===== src/rtl/multicycle_microprocessor.sv =====
// Multi-cycle 4-op core (add/lw/sw/beq) with a fetch handshake, a retire pulse and sticky overflow.
// Every architectural state element clears on a synchronous active-high RST.
module multicycle_microprocessor #(
    parameter int DATA_W     = 8,
    parameter int RA_W       = 2,
    parameter int PC_W       = 8,
    parameter int DMEM_DEPTH = 16,
    parameter int DBG_REG    = 1,
    localparam int INSTR_W   = 2 + 3 * RA_W
) (
    input  logic               clk,
    input  logic               RST,
    input  logic [INSTR_W-1:0] instruction,
    input  logic               instr_valid,
    output logic               instr_ready,
    output logic [PC_W-1:0]    PCOutput,
    output logic               retire,
    output logic               overflow,
    output logic [DATA_W-1:0]  dbg_data
);

    localparam int NUM_REGS = 2 ** RA_W;
    localparam int DMEM_AW  = $clog2(DMEM_DEPTH);
    localparam logic [RA_W-1:0] DBG_IDX = DBG_REG[RA_W-1:0];

    localparam logic [1:0] FETCH = 2'd0;
    localparam logic [1:0] EXEC  = 2'd1;
    localparam logic [1:0] MEM   = 2'd2;
    localparam logic [1:0] WB    = 2'd3;

    localparam logic [1:0] OP_ADD = 2'b00;
    localparam logic [1:0] OP_LW  = 2'b01;
    localparam logic [1:0] OP_SW  = 2'b10;
    localparam logic [1:0] OP_BEQ = 2'b11;

    logic [1:0]         state;
    logic [INSTR_W-1:0] instrReg;
    logic [DATA_W-1:0]  aluOut;
    logic [DATA_W-1:0]  memData;
    logic [DATA_W-1:0]  regFile [NUM_REGS];
    logic [DATA_W-1:0]  dataMem [DMEM_DEPTH];

    // Decode always works from the latched instruction, never from the live input.
    logic [1:0]         opcode;
    logic [RA_W-1:0]    rsIdx;
    logic [RA_W-1:0]    rtIdx;
    logic [RA_W-1:0]    rdImm;
    logic [DATA_W-1:0]  rsVal;
    logic [DATA_W-1:0]  rtVal;
    logic [DATA_W-1:0]  immData;
    logic [PC_W-1:0]    immPc;
    logic [DATA_W-1:0]  aluB;
    logic [DATA_W-1:0]  aluSum;
    logic               aluOvf;
    logic [DMEM_AW-1:0] memAddr;
    logic [PC_W-1:0]    pcNext;
    logic [PC_W-1:0]    branchTarget;

    assign opcode  = instrReg[INSTR_W-1 -: 2];
    assign rsIdx   = instrReg[3*RA_W-1 -: RA_W];
    assign rtIdx   = instrReg[2*RA_W-1 -: RA_W];
    assign rdImm   = instrReg[RA_W-1:0];
    assign rsVal   = regFile[rsIdx];
    assign rtVal   = regFile[rtIdx];
    assign immData = {{(DATA_W-RA_W){rdImm[RA_W-1]}}, rdImm};
    assign immPc   = {{(PC_W-RA_W){rdImm[RA_W-1]}}, rdImm};

    assign aluB    = (opcode == OP_ADD) ? rtVal : immData;
    assign aluSum  = rsVal + aluB;
    // Signed overflow: operands agree in sign but the sum does not.
    assign aluOvf  = (rsVal[DATA_W-1] == aluB[DATA_W-1]) && (aluSum[DATA_W-1] != rsVal[DATA_W-1]);
    assign memAddr = aluOut[DMEM_AW-1:0];

    assign pcNext       = PCOutput + 1'b1;
    assign branchTarget = pcNext + immPc;

    // NOTE: plain continuous assigns for combinational outputs leave no path that could infer a latch.
    assign instr_ready = (state == FETCH) && !RST;
    assign dbg_data    = regFile[DBG_IDX];

    // NOTE: every sequential update uses <= so all state samples pre-edge values in the same cycle.
    always_ff @(posedge clk) begin
        if (RST) begin
            state    <= FETCH;
            PCOutput <= '0;
            retire   <= 1'b0;
            overflow <= 1'b0;
            instrReg <= '0;
            aluOut   <= '0;
            memData  <= '0;
            // NOTE: register file and data memory are reset here on purpose; this forces flops, not RAM macros.
            regFile  <= '{default: '0};
            dataMem  <= '{default: '0};
        end else begin
            retire <= 1'b0;
            case (state)
                FETCH: begin
                    if (instr_valid) begin
                        instrReg <= instruction;
                        state    <= EXEC;
                    end
                end
                EXEC: begin
                    aluOut <= aluSum;
                    if (opcode == OP_BEQ) begin
                        PCOutput <= (rsVal == rtVal) ? branchTarget : pcNext;
                        retire   <= 1'b1;
                        state    <= FETCH;
                    end else begin
                        if (aluOvf) overflow <= 1'b1;
                        state <= (opcode == OP_ADD) ? WB : MEM;
                    end
                end
                MEM: begin
                    if (opcode == OP_LW) begin
                        memData <= dataMem[memAddr];
                        state   <= WB;
                    end else begin
                        dataMem[memAddr] <= rtVal;
                        PCOutput         <= pcNext;
                        retire           <= 1'b1;
                        state            <= FETCH;
                    end
                end
                WB: begin
                    if (opcode == OP_ADD) regFile[rdImm] <= aluOut;
                    else                  regFile[rtIdx] <= memData;
                    PCOutput <= pcNext;
                    retire   <= 1'b1;
                    state    <= FETCH;
                end
                default: state <= FETCH;
            endcase
        end
    end

endmodule

===== config.mk =====
export PLATFORM = sky130hd
export DESIGN_NAME = multicycle_microprocessor
export DESIGN_NICKNAME = d
export VERILOG_FILES = /design/src/rtl/multicycle_microprocessor.sv
export SDC_FILE = /design/constraint.sdc
export NUM_CORES = 1
export LEC_CHECK = 0
export CAP_MARGIN = 5
export CORE_MARGIN = 2
export CORE_UTILIZATION = 65
export CTS_CLUSTER_DIAMETER = 80
export DETAILED_ROUTE_END_ITERATION = 8
export HOLD_SLACK_MARGIN = 0.1
export PLACE_DENSITY = 0.84
export SLEW_MARGIN = 15
export SYNTH_ARGS = -nofsm -noshare
export SYNTH_HDL_FRONTEND = slang
export SYNTH_SLANG_ARGS = --single-unit
export TNS_END_PERCENT = 20

===== constraint.sdc =====
create_clock -name clk -period 6.55 [get_ports clk]
set_input_delay 0.655 -clock clk [delete_from_list [all_inputs] [get_ports clk]]
set_output_delay 0.655 -clock clk [all_outputs]
set_load 0.02 [all_outputs]

==> results.md <==
- Worst Path Arrival: 4.41 ns
- Largest net degree at the start of global routing: 111
- Rel. slew slack: 0.213
- Diodes inserted: 0
- DRC errors left: 0
- Top cells by area, synth: dfxtp_1 41%, mux4_2 12%, mux2i_1 10%
- Rows: 44
- Iter 0 DRT Violations: 870
- Wirelength per Cell: 19.9 um
- PostCTS Resize Cnt: 0
- Initial core utilization: 0.666
- Ys flop type: dfxtp_1
- CP max FO: 18
- Min cycle time layout: 4.11 ns
- Num CTS Buffers: 17
- Synth Register Bits: 196
- Worst-Margin Slew: 1.17 ns
- Power Density: 241 nW/um^2
- Layout fillers: 1075
- WL final: 23.9 mm
- Crit Path Class: flip-flop to flip-flop
- FMAX: 244 MHz
- DIE HEIGHT: 126 um
- Clk Latency, worst-skew pair: 0.45 ns
- Tcrit/Tclk final: 0.627
- Largest area contributor in the netlist: dfxtp_1
- IO Port Bufs: 29
- Vias: 7741
- DR pass1 iterations: 7
- Die width: 126 um
- Core footprint: 14500 um^2
- Proportion of layout cells with a drive suffix above 1: 0.100
- Power, Total: 2.51 mW
- Hold Path Class: flip-flop to flip-flop
- I/O Pins: 30
- GRT Residual Overflow: 0
- Syn nets: 1068
- Endpoints failing setup: 0
- H-tree level count: 4
- Syn Inst Count: 1040
- Leakage: 3.79 nW
- Share of the synthesized area in the top cell type: 0.405
- TritonCTS clock tree: yes
- Avg Inst Size Synth: 9.31 um^2
- Synth cell count leaders: 196 x dfxtp_1, 193 x nor2_1, 106 x nand2_1
- Setup Skew: 0.0100 ns
- Endpoint type of the worst setup path: flip-flop
- Number of synthesized flops with an enable pin: 0
- Post-Route Setup TNS: 0 ns
- Max Buffers Root-to-Sink: 2
- Die area: 15900 um^2
- Clock slew at reported path FFs: 0.07 ns
- Post-synth ARST share: 0
- Startpoint types: flip-flop
- Initial antenna violation count: 0
- Final Hold Fails: 0
- Root Buffer: clkbuf_16
- Final HPWL DP: 14.9 mm
- ANT nets after route: 0
- Hold buffer count at CTS: 0
- RSZ-0062 raised after global routing: no
- GRT Total Usage: 0.302
- Status: completed
- Cell variety after synth: 45
- Peak VDD IR: 0.205 mV
- Most common cell in the netlist: dfxtp_1
- Required time worst endpoint: 6.85 ns
- Mapped cell area: 9680 um^2
- Final GP Congestion: 0.906
- Clock Sinks: 196
- Post-synthesis sequential area ratio: 0.405
- Syn. warnings: 0
- Final slew viol count: 0
- Max_cap viols: 0
- DR vias/cell: 6.43
- Post-CTS Setup Bufs: 0
- Synth-to-Final Area Change: 7.74%
- Number of global-route vias before repair: 7127
- # nets final: 1034
- First-pass GRT wire length: 37.9 mm
layout make-up:
cell class	instances	area [um^2]	share of cell area
clock buffer	19	433	0.0415
clock inverter	13	148	0.0142
inverter	5	18.8	0.00180
multi-input combinational	747	5310	0.509
sequential	196	3930	0.376
tap	184	230	0.0221
timing repair buffer	39	367	0.0351
stage by stage:
step	instances	setup WS [ns]	utilization	instance area (um^2)	hold slack, ns
global route	1203	2.14	0.718	10400	0.479
global placement	1171	2.69	0.678	9850	0.441
detailed placement	1171	2.57	0.678	9850	0.447
finish	1203	2.44	0.718	10400	0.465
CTS	1203	2.51	0.718	10400	0.460
floorplan	1040	3.21	-	9680	0.433
state kept, by name, summed over array words and instances, names as in the netlist, 2 cells and up:
signal    flops
dataMem     128
regFile      24
PCOutput      8
aluOut        8
dbg_data      8
instrReg      8
memData       8
state         2
metal layers:
| metal | up-vias | track usage | wire length (um) |
|---|---|---|---|
| met5 | - | 0 | 0 |
| met4 | 0 | 0.131 | 985 |
| met3 | 98 | 0.0709 | 1990 |
| met2 | 390 | 0.490 | 11400 |
| met1 | 3671 | 0.388 | 9560 |
| li1 | 3582 | - | - |
cells in the final DEF (no fill, tap or decap), drive strengths merged, types with 2 or more instances in the layout:
| cell | count |
|---|---|
| fa | 2 |
| o21ai | 33 |
| nand4 | 2 |
| nand2b | 5 |
| nor2 | 193 |
| nand2 | 106 |
| and2 | 5 |
| mux4 | 56 |
| o21bai | 3 |
| nand3 | 18 |
| a211oi | 6 |
| nor3b | 3 |
| dfxtp | 196 |
| inv | 10 |
| a22oi | 34 |
| xor2 | 4 |
| ha | 15 |
| a21o | 4 |
| clkbuf | 19 |
| nand3b | 4 |
| or3 | 4 |
| nor2b | 6 |
| xnor2 | 20 |
| buf | 11 |
| bufinv | 2 |
| mux2i | 100 |
| clkinvlp | 3 |
| a21oi | 102 |
| clkinv | 3 |
| a31oi | 2 |
| or2 | 2 |
| clkdlybuf4s50 | 28 |
| and3 | 3 |
| nor3 | 6 |
cell families after synthesis:
kind of cell / share of synthesized area
simple gates: 0.155
flops: 0.405
compound gates: 0.112
mux: 0.236
buf+inv: 0.0464
xor+xnor: 0.0217
fa+ha+maj: 0.0235
where the power goes:
part	switching, mW	internal, mW
sequential	0.0340	1.21
clock	0.483	0.569
combinational	0.137	0.0856
worst max-delay path, cell delays in order (launching register included):
cell and delay, ns:
dfxtp_1 0.76, mux4_1 1.00, nand2_1 0.18, nand2_1 0.07
ha_1 0.32, a21oi_1 0.28, o21bai_1 0.14, a2111oi_0 0.77
o21ai_0 0.19, a31oi_1 0.19, nor2_1 0.05
path summary, 6_finish.rpt:
path                             start                   endpoint  slack [ns]  cells after the start
max           instrReg[2]$_SDFFE_PP0P_      overflow$_SDFFE_PP0P_        2.44                     10
min          dataMem[127]$_SDFFE_PP0P_  dataMem[127]$_SDFFE_PP0P_        0.46                      2
max reg2reg   instrReg[2]$_SDFFE_PP0P_      overflow$_SDFFE_PP0P_        2.44                     10
min reg2reg  dataMem[127]$_SDFFE_PP0P_  dataMem[127]$_SDFFE_PP0P_        0.46                      2
Power figures use the tool's default switching activity.
